File: config.mk
export PLATFORM = sky130hd
export DESIGN_NAME = sssp_update_binner
export DESIGN_NICKNAME = d
export VERILOG_FILES = /design/src/rtl/sssp_pkg.sv /design/src/rtl/sssp_bin_fifo.sv /design/src/rtl/sssp_update_binner.sv
export SDC_FILE = /design/constraint.sdc
export NUM_CORES = 2
export LEC_CHECK = 0
export ABC_CLOCK_PERIOD_IN_PS = 8800
export CAP_MARGIN = 20
export CORE_MARGIN = 3
export CORE_UTILIZATION = 56
export DETAILED_ROUTE_END_ITERATION = 12
export PLACE_DENSITY = 0.75
export SKIP_LAST_GASP = 1
export SLEW_MARGIN = 40
export SYNTH_ARGS = -nofsm -noshare
export SYNTH_HDL_FRONTEND = slang
export SYNTH_SLANG_ARGS = --single-unit
File: constraint.sdc
create_clock -name clk -period 8.8 [get_ports clk]
set_input_delay 1.32 -clock clk [delete_from_list [all_inputs] [get_ports clk]]
set_output_delay 1.32 -clock clk [all_outputs]
set_load 0.03 [all_outputs]
File: src/rtl/sssp_pkg.sv
// Shared definitions for the SSSP update path: word layout, partition
// extraction and the drain FSM encoding.
package sssp_pkg;

  localparam int unsigned UPD_W    = 64;
  localparam int unsigned VAL_MSB  = 63;
  localparam int unsigned VAL_LSB  = 32;
  localparam int unsigned DEST_MSB = 31;
  localparam int unsigned DEST_LSB = 0;
  localparam int unsigned VAL_W    = VAL_MSB - VAL_LSB + 1;
  localparam int unsigned DEST_W   = DEST_MSB - DEST_LSB + 1;

  typedef enum logic {
    IDLE  = 1'b0,
    BURST = 1'b1
  } drain_state_e;

  // Partition index of an update: bin_w destination bits just above the
  // in-partition vertex offset.
  function automatic logic [DEST_W-1:0] bin_of(
    input logic [UPD_W-1:0] word,
    input int unsigned      par_size_w,
    input int unsigned      bin_w
  );
    logic [DEST_W-1:0] dest;
    logic [DEST_W-1:0] mask;
    dest = word[DEST_MSB:DEST_LSB];
    mask = (DEST_W'(1) << bin_w) - DEST_W'(1);
    return (dest >> par_size_w) & mask;
  endfunction

endpackage

File: src/rtl/sssp_bin_fifo.sv
// Single-clock FIFO with combinational head; a push into a full FIFO is
// accepted when a pop happens in the same cycle.
module sssp_bin_fifo #(
  parameter int unsigned WIDTH = 64,
  parameter int unsigned DEPTH = 16
) (
  input  logic                       clk,
  input  logic                       rst,
  input  logic                       push,
  input  logic                       pop,
  input  logic [WIDTH-1:0]           din,
  output logic [WIDTH-1:0]           dout,
  output logic [$clog2(DEPTH):0]     count,
  output logic                       full,
  output logic                       empty
);

  localparam int unsigned AW = $clog2(DEPTH);
  localparam int unsigned CW = AW + 1;

  logic [WIDTH-1:0] mem [DEPTH];
  logic [AW-1:0]    wr_ptr;
  logic [AW-1:0]    rd_ptr;
  logic [CW-1:0]    cnt;
  logic             wr_en;
  logic             rd_en;

  assign full  = (cnt == CW'(DEPTH));
  assign empty = (cnt == '0);
  assign rd_en = pop && !empty;
  assign wr_en = push && (!full || rd_en);
  assign dout  = mem[rd_ptr];
  assign count = cnt;

  // Pointer and occupancy bookkeeping
  always_ff @(posedge clk or negedge rst) begin
    if (!rst) begin
      wr_ptr <= '0;
      rd_ptr <= '0;
      cnt    <= '0;
    end else begin
      if (wr_en) wr_ptr <= wr_ptr + AW'(1);
      if (rd_en) rd_ptr <= rd_ptr + AW'(1);
      case ({wr_en, rd_en})
        2'b10:   cnt <= cnt + CW'(1);
        2'b01:   cnt <= cnt - CW'(1);
        default: cnt <= cnt;
      endcase
    end
  end

  // Storage array carries no reset; only pointers define valid contents
  always_ff @(posedge clk) begin
    if (wr_en) mem[wr_ptr] <= din;
  end

endmodule

File: src/rtl/sssp_update_binner.sv
// Sorts scatter updates into per-partition bins and drains bursts
// round-robin to the update-memory writer.
module sssp_update_binner
  import sssp_pkg::*;
#(
  parameter int unsigned NUM_BINS    = 4,
  parameter int unsigned BIN_DEPTH   = 16,
  parameter int unsigned BURST_LEN   = 8,
  parameter int unsigned PAR_SIZE_W  = 18,
  parameter int unsigned STALL_SLACK = 4
) (
  input  logic                        clk,
  input  logic                        rst,
  input  logic [UPD_W-1:0]            in_word,
  input  logic                        in_valid,
  input  logic                        flush,
  output logic                        stall_req,
  output logic [UPD_W-1:0]            out_word,
  output logic [$clog2(NUM_BINS)-1:0] out_bin,
  output logic                        out_valid,
  output logic                        out_last,
  input  logic                        out_ready,
  output logic                        flush_done,
  output logic                        overflow,
  output logic [15:0]                 drop_cnt
);

  localparam int unsigned BIN_W    = $clog2(NUM_BINS);
  localparam int unsigned CNT_W    = $clog2(BIN_DEPTH) + 1;
  localparam int unsigned BEAT_W   = $clog2(BURST_LEN) + 1;
  localparam int unsigned STALL_TH = BIN_DEPTH - STALL_SLACK;

  logic [BIN_W-1:0]    in_bin;
  logic [NUM_BINS-1:0] push_v;
  logic [NUM_BINS-1:0] pop_v;
  logic [NUM_BINS-1:0] full_v;
  logic [NUM_BINS-1:0] empty_v;
  logic [NUM_BINS-1:0] elig_v;
  logic [UPD_W-1:0]    head [NUM_BINS];
  logic [CNT_W-1:0]    cnt  [NUM_BINS];

  drain_state_e     state;
  drain_state_e     state_d;
  logic [BIN_W-1:0] bin_q;
  logic [BIN_W-1:0] bin_d;
  logic [BIN_W-1:0] rr_q;
  logic [BIN_W-1:0] rr_d;
  logic [BEAT_W-1:0] beat_q;
  logic [BEAT_W-1:0] beat_d;
  logic             hold_q;
  logic             hold_d;

  logic             pick_valid;
  logic [BIN_W-1:0] pick_bin;
  logic             fire;
  logic             last_c;
  logic             drop;
  logic             stall_d;

  assign in_bin = BIN_W'(bin_of(in_word, PAR_SIZE_W, BIN_W));

  // One FIFO per destination partition
  for (genvar b = 0; b < NUM_BINS; b++) begin : g_bin
    assign push_v[b] = in_valid && (in_bin == BIN_W'(b));
    assign pop_v[b]  = fire && (bin_q == BIN_W'(b));
    assign elig_v[b] = (cnt[b] >= CNT_W'(BURST_LEN)) || (flush && !empty_v[b]);

    sssp_bin_fifo #(
      .WIDTH (UPD_W),
      .DEPTH (BIN_DEPTH)
    ) u_fifo (
      .clk   (clk),
      .rst   (rst),
      .push  (push_v[b]),
      .pop   (pop_v[b]),
      .din   (in_word),
      .dout  (head[b]),
      .count (cnt[b]),
      .full  (full_v[b]),
      .empty (empty_v[b])
    );
  end

  // Beat presentation straight from the active bin's head
  assign out_valid  = (state == BURST) && !empty_v[bin_q];
  assign out_word   = out_valid ? head[bin_q] : '0;
  assign last_c     = (beat_q == BEAT_W'(BURST_LEN - 1)) || (cnt[bin_q] == CNT_W'(1)) || hold_q;
  assign out_last   = out_valid && last_c;
  assign out_bin    = bin_q;
  assign fire       = out_valid && out_ready;
  assign flush_done = flush && (&empty_v) && (state == IDLE);

  // First eligible bin at or after the round-robin pointer
  always_comb begin
    logic [BIN_W-1:0] idx;
    pick_valid = 1'b0;
    pick_bin   = rr_q;
    idx        = '0;
    for (int unsigned i = 0; i < NUM_BINS; i++) begin
      idx = rr_q + BIN_W'(i);
      if (!pick_valid && elig_v[idx]) begin
        pick_valid = 1'b1;
        pick_bin   = idx;
      end
    end
  end

  // Drain FSM next-state; hold_d pins out_last once shown on a stalled beat
  // so a concurrent push into the active bin cannot retract it.
  always_comb begin
    state_d = state;
    bin_d   = bin_q;
    beat_d  = beat_q;
    rr_d    = rr_q;
    hold_d  = hold_q;
    case (state)
      IDLE: begin
        if (pick_valid) begin
          state_d = BURST;
          bin_d   = pick_bin;
          beat_d  = '0;
          hold_d  = 1'b0;
        end
      end
      BURST: begin
        if (fire) begin
          beat_d = beat_q + BEAT_W'(1);
          hold_d = 1'b0;
          if (last_c) begin
            state_d = IDLE;
            rr_d    = bin_q + BIN_W'(1);
          end
        end else if (out_valid) begin
          hold_d = last_c;
        end else begin
          state_d = IDLE;
          rr_d    = bin_q + BIN_W'(1);
        end
      end
      default: state_d = IDLE;
    endcase
  end

  always_ff @(posedge clk or negedge rst) begin
    if (!rst) begin
      state  <= IDLE;
      bin_q  <= '0;
      rr_q   <= '0;
      beat_q <= '0;
      hold_q <= 1'b0;
    end else begin
      state  <= state_d;
      bin_q  <= bin_d;
      rr_q   <= rr_d;
      beat_q <= beat_d;
      hold_q <= hold_d;
    end
  end

  // Drop accounting and early stall toward the edge feeder
  assign drop = in_valid && full_v[in_bin] && !pop_v[in_bin];

  always_comb begin
    stall_d = 1'b0;
    for (int unsigned i = 0; i < NUM_BINS; i++) begin
      if (cnt[i] >= CNT_W'(STALL_TH)) stall_d = 1'b1;
    end
  end

  always_ff @(posedge clk or negedge rst) begin
    if (!rst) begin
      stall_req <= 1'b0;
      overflow  <= 1'b0;
      drop_cnt  <= '0;
    end else begin
      stall_req <= stall_d;
      if (drop) begin
        overflow <= 1'b1;
        if (drop_cnt != 16'hFFFF) drop_cnt <= drop_cnt + 16'(1);
      end
    end
  end

endmodule

; ---- Word level (Yosys, flattened, before mapping)
; Memory sizes are Yosys's and may differ from the RTL's.
; Cells that the tools add are included.
[word_totals]
register_bits = 80
input_bits = 69
word_cells = 217
ramBits = 4096
memories = 4
out_inout_bits = 87
[classes]
order_cmp = 15
reduce_logical = 69
muxes = 59
addsub = 22
bitwise_logic = 2
n_eq_ne = 26
[memory_table]
columns = name, words, width, rd, rd_ports_with_merged_regs, wr, line
row1 = g_bin[0].u_fifo.mem, 16, 64, 1, 0, 1, sssp_bin_fifo.sv:21  ; logic [WIDTH-1:0] mem [DEPTH];
row2 = g_bin[1].u_fifo.mem, 16, 64, 1, 0, 1, sssp_bin_fifo.sv:21
row3 = g_bin[2].u_fifo.mem, 16, 64, 1, 0, 1, sssp_bin_fifo.sv:21
row4 = g_bin[3].u_fifo.mem, 16, 64, 1, 0, 1, sssp_bin_fifo.sv:21
[op_table]
columns = cell, count
row1 = $mux 64, 3
row2 = $bmux 64 s2, 1
row3 = $ge 5x4->1 const B, 8
row4 = $pmux 5 s2, 4
row5 = $add 4x1->4 const B, 9
row6 = $logic_and 1x1->1, 30
row7 = $mux 1, 30
row8 = $add 5x1->5 const B, 4
row9 = $eq 5x5->1 const B, 4
row10 = $logic_not 5->1, 4
row11 = $sub 5x1->5 const B, 4
row12 = $lt 2x3->1 const B, 6
row13 = $add 16x1->16 const B, 1
row14 = $eq 2x2->1 const B, 8
row15 = $ne 16x16->1 const B, 1
row16 = $bmux 1 s2, 7
row17 = $logic_not 1->1, 13
row18 = $eq 2x1->1 const B, 6
row19 = $mux 2, 6
row20 = $bmux 5 s2, 1
row21 = $logic_or 1x1->1, 10
row22 = $mux 5, 2
row23 = $mux 4, 2
row24 = $pmux 4 s2, 1
row25 = other kinds (16), 28

; ---- Logic depth before layout (Yosys ltp)
[depth]
depth_word = 18
ltp_mapped = 18
mapped_depth_nobuf = 15

; ---- Cells and area by module
; Synthesis repeated with hierarchy kept, for this count alone.
[unflattened]
cells_unflattened = 6998
area_unflattened_um2 = 160293.7
[modules_own_cells]
columns = module, area_per_inst_um2, instances, cells_per_inst, seq_area_each_um2
row1 = sssp_bin_fifo at g_bin[2].u_fifo ..., 39145.0, 2, 1669, 31074.8
row2 = sssp_bin_fifo at g_bin[0].u_fifo ..., 39137.5, 2, 1664, 31074.8
row3 = sssp_update_binner, 3728.6, 1, 332, 700.7

; ---- Worst setup path before layout
; No wires, ideal clock.
[synth_path]
path_kind = input to register
startpoint = input out_ready
endpoint = memory g_bin[3].u_fifo.mem[2][0] (enable)
setup_ns = 0.666
path_slack_ns = -0.809
required_ns = 8.134
cell_stages = 8
arrival_time_ns = 8.943
n_path_buf = 2
path_cell_list = and3_1 > a32o_1 > buf_6 > a21oi_1 > nor2_1 > inv_1 > buf_4 > nor4b_1
[synth_between]
elab_chain_cells = 7
[synth_lines]
columns = element, line
row1 = start: declaration, sssp_update_binner.sv:22  ; input logic out_ready,
row2 = $logic_and 1x1->1, sssp_update_binner.sv:90  ; assign fire = out_valid && out_ready;
row3 = $logic_and 1x1->1, sssp_update_binner.sv:65  ; assign pop_v[b] = fire && (bin_q == BIN_W'(b));
row4 = $logic_and 1x1->1, sssp_bin_fifo.sv:30  ; assign rd_en = pop && !empty;
row5 = $logic_or 1x1->1, sssp_bin_fifo.sv:31  ; assign wr_en = push && (!full || rd_en);
row6 = $logic_and 1x1->1, sssp_bin_fifo.sv:31
row7 = $mux 1, sssp_bin_fifo.sv:54  ; if (wr_en) mem[wr_ptr] <= din;
row8 = $mux 1 (implied by the code), sssp_bin_fifo.sv:54
row9 = end: declaration, sssp_bin_fifo.sv:21
; No other way between the ends.

; ---- Worst setup path in the final report
[layout_path]
startpoint = register bin_q[0] (netlist: out_bin[0])
endpoint = output out_word[57]
[layout_between]
elab_chain_cells = 5
word_cells_on_any_way = 9
classes_between = mux (6) / bitwise (1) / reduce/logical (2)
[layout_lines]
columns = element, line
row1 = start: declaration, sssp_update_binner.sv:44  ; logic [BIN_W-1:0] bin_q;
row2 = start signal: assignment, sssp_update_binner.sv:153  ; bin_q <= bin_d;
row3 = $not 2->3 (implied by the code) or $bmux 1 s2 (tied branches), "sssp_update_binner.sv:86, sssp_update_binner.sv:85"
row4 = $bmux 64 s2 or $mux 1 (tied branches), "sssp_update_binner.sv:86, sssp_update_binner.sv:85"
row5 = $mux 64 (implied by the code) or $logic_not 1->1 (tied branches), "sssp_update_binner.sv:86, sssp_update_binner.sv:85"
row6 = $mux 64 (implied by the code) or $logic_and 1x1->1 (tied branches), "sssp_update_binner.sv:86, sssp_update_binner.sv:85"
row7 = $mux 64 (*), sssp_update_binner.sv:86  ; assign out_word = out_valid ? head[bin_q] : '0;
row8 = end: declaration, sssp_update_binner.sv:18  ; output logic [UPD_W-1:0] out_word,
; Every way passes the cells marked *; elsewhere a longest branch is shown, timed or not. The select of a mux whose other input is x is not followed.

==> reports/results.ini <==
[status]
run_status=finished, final reports clean

[setup_path]
critPathArrivalTime_ns=5.61
timing.critical_path.max_delay_family=simple AND/OR/NAND/NOR gates
setup.worst_path.end_class=output pin
path_cells=nor2_1 -> a22oi_1 -> and3_1 -> nand2_2 -> buf_4 -> a21oi_1 -> a211o_1 -> clkdlybuf4s50_1
crit_path_top_delay_cell=sky130_fd_sc_hd__dfrtp_1
crit_path_start_kind=register
crit_required_ns=7.48
setup.worst_path.class=register to output pin
critical_path.n_buffers_inverters=2
worst-path-max-fanout=22
cpPeakStageDelay_ns=0.85

[timing]
timing.hold.ws_ns=0.423
clock-skew-final_ns=0.0407
setup_slack_ns=1.87
maxSlewViolCount=0
final-hold-violation-count=0
max_slew_margin_pct=34.9
max_slew.worst_pin.slew_ns=0.976
max_clock_freq_mhz=144
setup_violations=0
unrepaired_setup_endpoints_after_global_routing=false
finalSetupTns_ns=0
period_minus_slack_ns=6.93
layout_worst_path_cycle_share_pct=78.8

[cts]
cts_tree=built
cts_inserted_buffers=395
cts_repair_resize_count=0
clk_path_buf_depth=4
htreeDepth=5
buffer_count_from_post_cts_setup_fixing=0
clk_transition_reported_paths_ns=0.06
holdBufCountCts=0
clk_latency_ns=0.93
numClockSinks=4176
cts_root_cell=sky130_fd_sc_hd__clkbuf_16

[yosys]
synth_top_area_share_pct=76.0
netlist.top_cell.by_area=sky130_fd_sc_hd__edfxtp_1
netlist_cell_types=74
mappedNetlistNets=7483
synth_sequential_area_ratio_pct=77.3
synth_edf_count=4096
ys.warnings.count=0
post_synth_main_area_contributors=sky130_fd_sc_hd__edfxtp_1 (76%), sky130_fd_sc_hd__mux4_2 (14%), sky130_fd_sc_hd__mux2i_1 (2.0%), sky130_fd_sc_hd__dfrtp_1 (1.2%), sky130_fd_sc_hd__a221oi_1 (0.64%)
ys_dominant_reg_cell=sky130_fd_sc_hd__edfxtp_1
syn-mean-instance-area_um2=21.9
ys_ff_latch=4176
async_flop_share_pct=1.92
syn-instance-count=7373
syn-cell-area_um2=162000

[route]
detailroute.via_count=83200
route.detailed.vias_per_inst=7.04
drc=0
drt-wirelength-per-cell_um=37.4
met2_wirelength_um=209000
ant_nets=0
top_signal_layer_used=met5
detail_route.first_pass.iterations=6
detailroute.wirelength.met3_um=56500
met1_length_um=153000
finalWirelength_um=442000
drt_initial_violations=13200

[power]
relative_contribution_of_the_clock_network_to_total_power_pct=30.1
power.share.combinational_pct=27.6
power.net_switching_w=0.0166
max_ir_drop_vdd_v=0.000341
power_switching_share_pct=30.3
power_frac_seq_pct=42.3
cell_internal_pwr_w=0.0383
leakage_power_nw=57.3
power_density_nw_per_um2=303

[place]
finalWeightedCongestion=0.850
dpl-instance-area_um2=169000
dp.final_hpwl_um=237000
io_buffers=155
detailedPlace.worstSlack_ns=2.80

[final_layout]
most-common-layout-cells=sky130_fd_sc_hd__edfxtp_1 (4,096), sky130_fd_sc_hd__mux4_2 (987), sky130_fd_sc_hd__clkbuf_16 (397)
area_used_by_sequential_logic_in_the_layout_um2=125000
fin_nets=7831
finish.utilization_pct=63.4
nFillCells=18100
post_route_cells_drive_above_1_share_pct=24.5
layout.cells.most_common=sky130_fd_sc_hd__edfxtp_1
multi_input_combinational_cell_area_um2=35300
final_area_um2=181000
layout-area-overhead-vs-synth_pct=12.2

[global_route]
grt_use_total_pct=30.1
via_count_of_the_first_global_routing_pass=82700
grt_start_max_net_pins=129
globalRouteOverflowTotal=0
grt_antenna_before_repair=33
wire_length_of_the_first_global_routing_pass_um=626000

[min_path]
hold_path_class=input pin to async pin

[floorplanning]
die_height_um=543
die-area_um2=295000
fp-row-count=196
ios=156
die_width_um=543
core_region_area_um2=286000
floorplan.initialDensity_pct=56.5

[run]
maxCapViolations=0

==> layout make-up <==
type                    count  share of cell area [%]
multi-input cells        2749                    19.4
repair buffers            369                    2.16
clock buffers             474                    5.66
flip-flops and latches   4176                    68.9
diodes                     21                  0.0290
inverters                  30                  0.0676
well taps                3762                    2.59
clock inverters           230                    1.15
==> power groups by stage <==
stage	clock network (W)	logic (W)	registers, W
floorplan	0	0.0102	0.0231
global placement	0	0.0145	0.0237
detailed placement	0	0.0148	0.0237
CTS	0.0167	0.0150	0.0233
global route	0.0174	0.0158	0.0233
finish	0.0165	0.0151	0.0233
==> flip-flops by register name, summed over array words and instances, names as in the netlist, 2 cells and up <==
register,flops
g_bin.u_fifo.count,20
out_bin,2
g_bin.u_fifo.rd_ptr,16
drop_cnt,16
beat_q,4
rr_q,2
g_bin.u_fifo.wr_ptr,16
g_bin.u_fifo.mem,4096
==> Yosys cell counts, drive strengths merged (67+ instances only) <==
library cell and n:
a221oi 118, o21ai 114, nor2 130, mux4 987, a22oi 87, dfrtp 80, edfxtp 4096, clkbuf 210
buf 208, mux2i 323, a21oi 104, nand2 209, nand3 67
==> metal layers <==
layer,vias to the layer above,global-route usage (%)
li1,31900,-
met1,43600,41.4
met2,6471,46.4
met3,1144,6.73
met4,8,14.4
met5,-,0
==> path summary, 6_finish.rpt <==
path / from / to / slack (ns) / depth (start not counted)
max in group asynchronous: rst / g_bin[1].u_fifo.rd_ptr[3] / 7.15 / 2
min reg2reg: overflow / overflow / 0.48 / 1
min in group clk: overflow / overflow / 0.48 / 1
min: rst / out_bin[1] / 0.42 / 1
max: out_bin[0] / out_word[57] / 1.87 / 8
max reg2reg: out_bin[0] / g_bin[3].u_fifo.mem[12][4] / 3.36 / 8
==> kinds of logic after synthesis <==
family | share of synthesized area [%]
AO/OA/AOI/OAI | 2.93
XOR/XNOR | 0.319
adder cells (fa/ha/maj) | 0.326
buffers and inverters | 1.21
flip-flops | 77.3
multiplexers | 16.0
AND/OR/NAND/NOR | 1.94
==> stage by stage <==
| stage | total power (W) | cells |
|---|---|---|
| 2_1_floorplan | 0.0333 | 7373 |
| 3_3_place_gp | 0.0382 | 11100 |
| 3_5_place_dp | 0.0385 | 11100 |
| 4_1_cts | 0.0549 | 11800 |
| 5_1_grt | 0.0565 | 11800 |
| 6_report | 0.0549 | 11800 |
No activity file was read; power rests on OpenSTA's default activity.
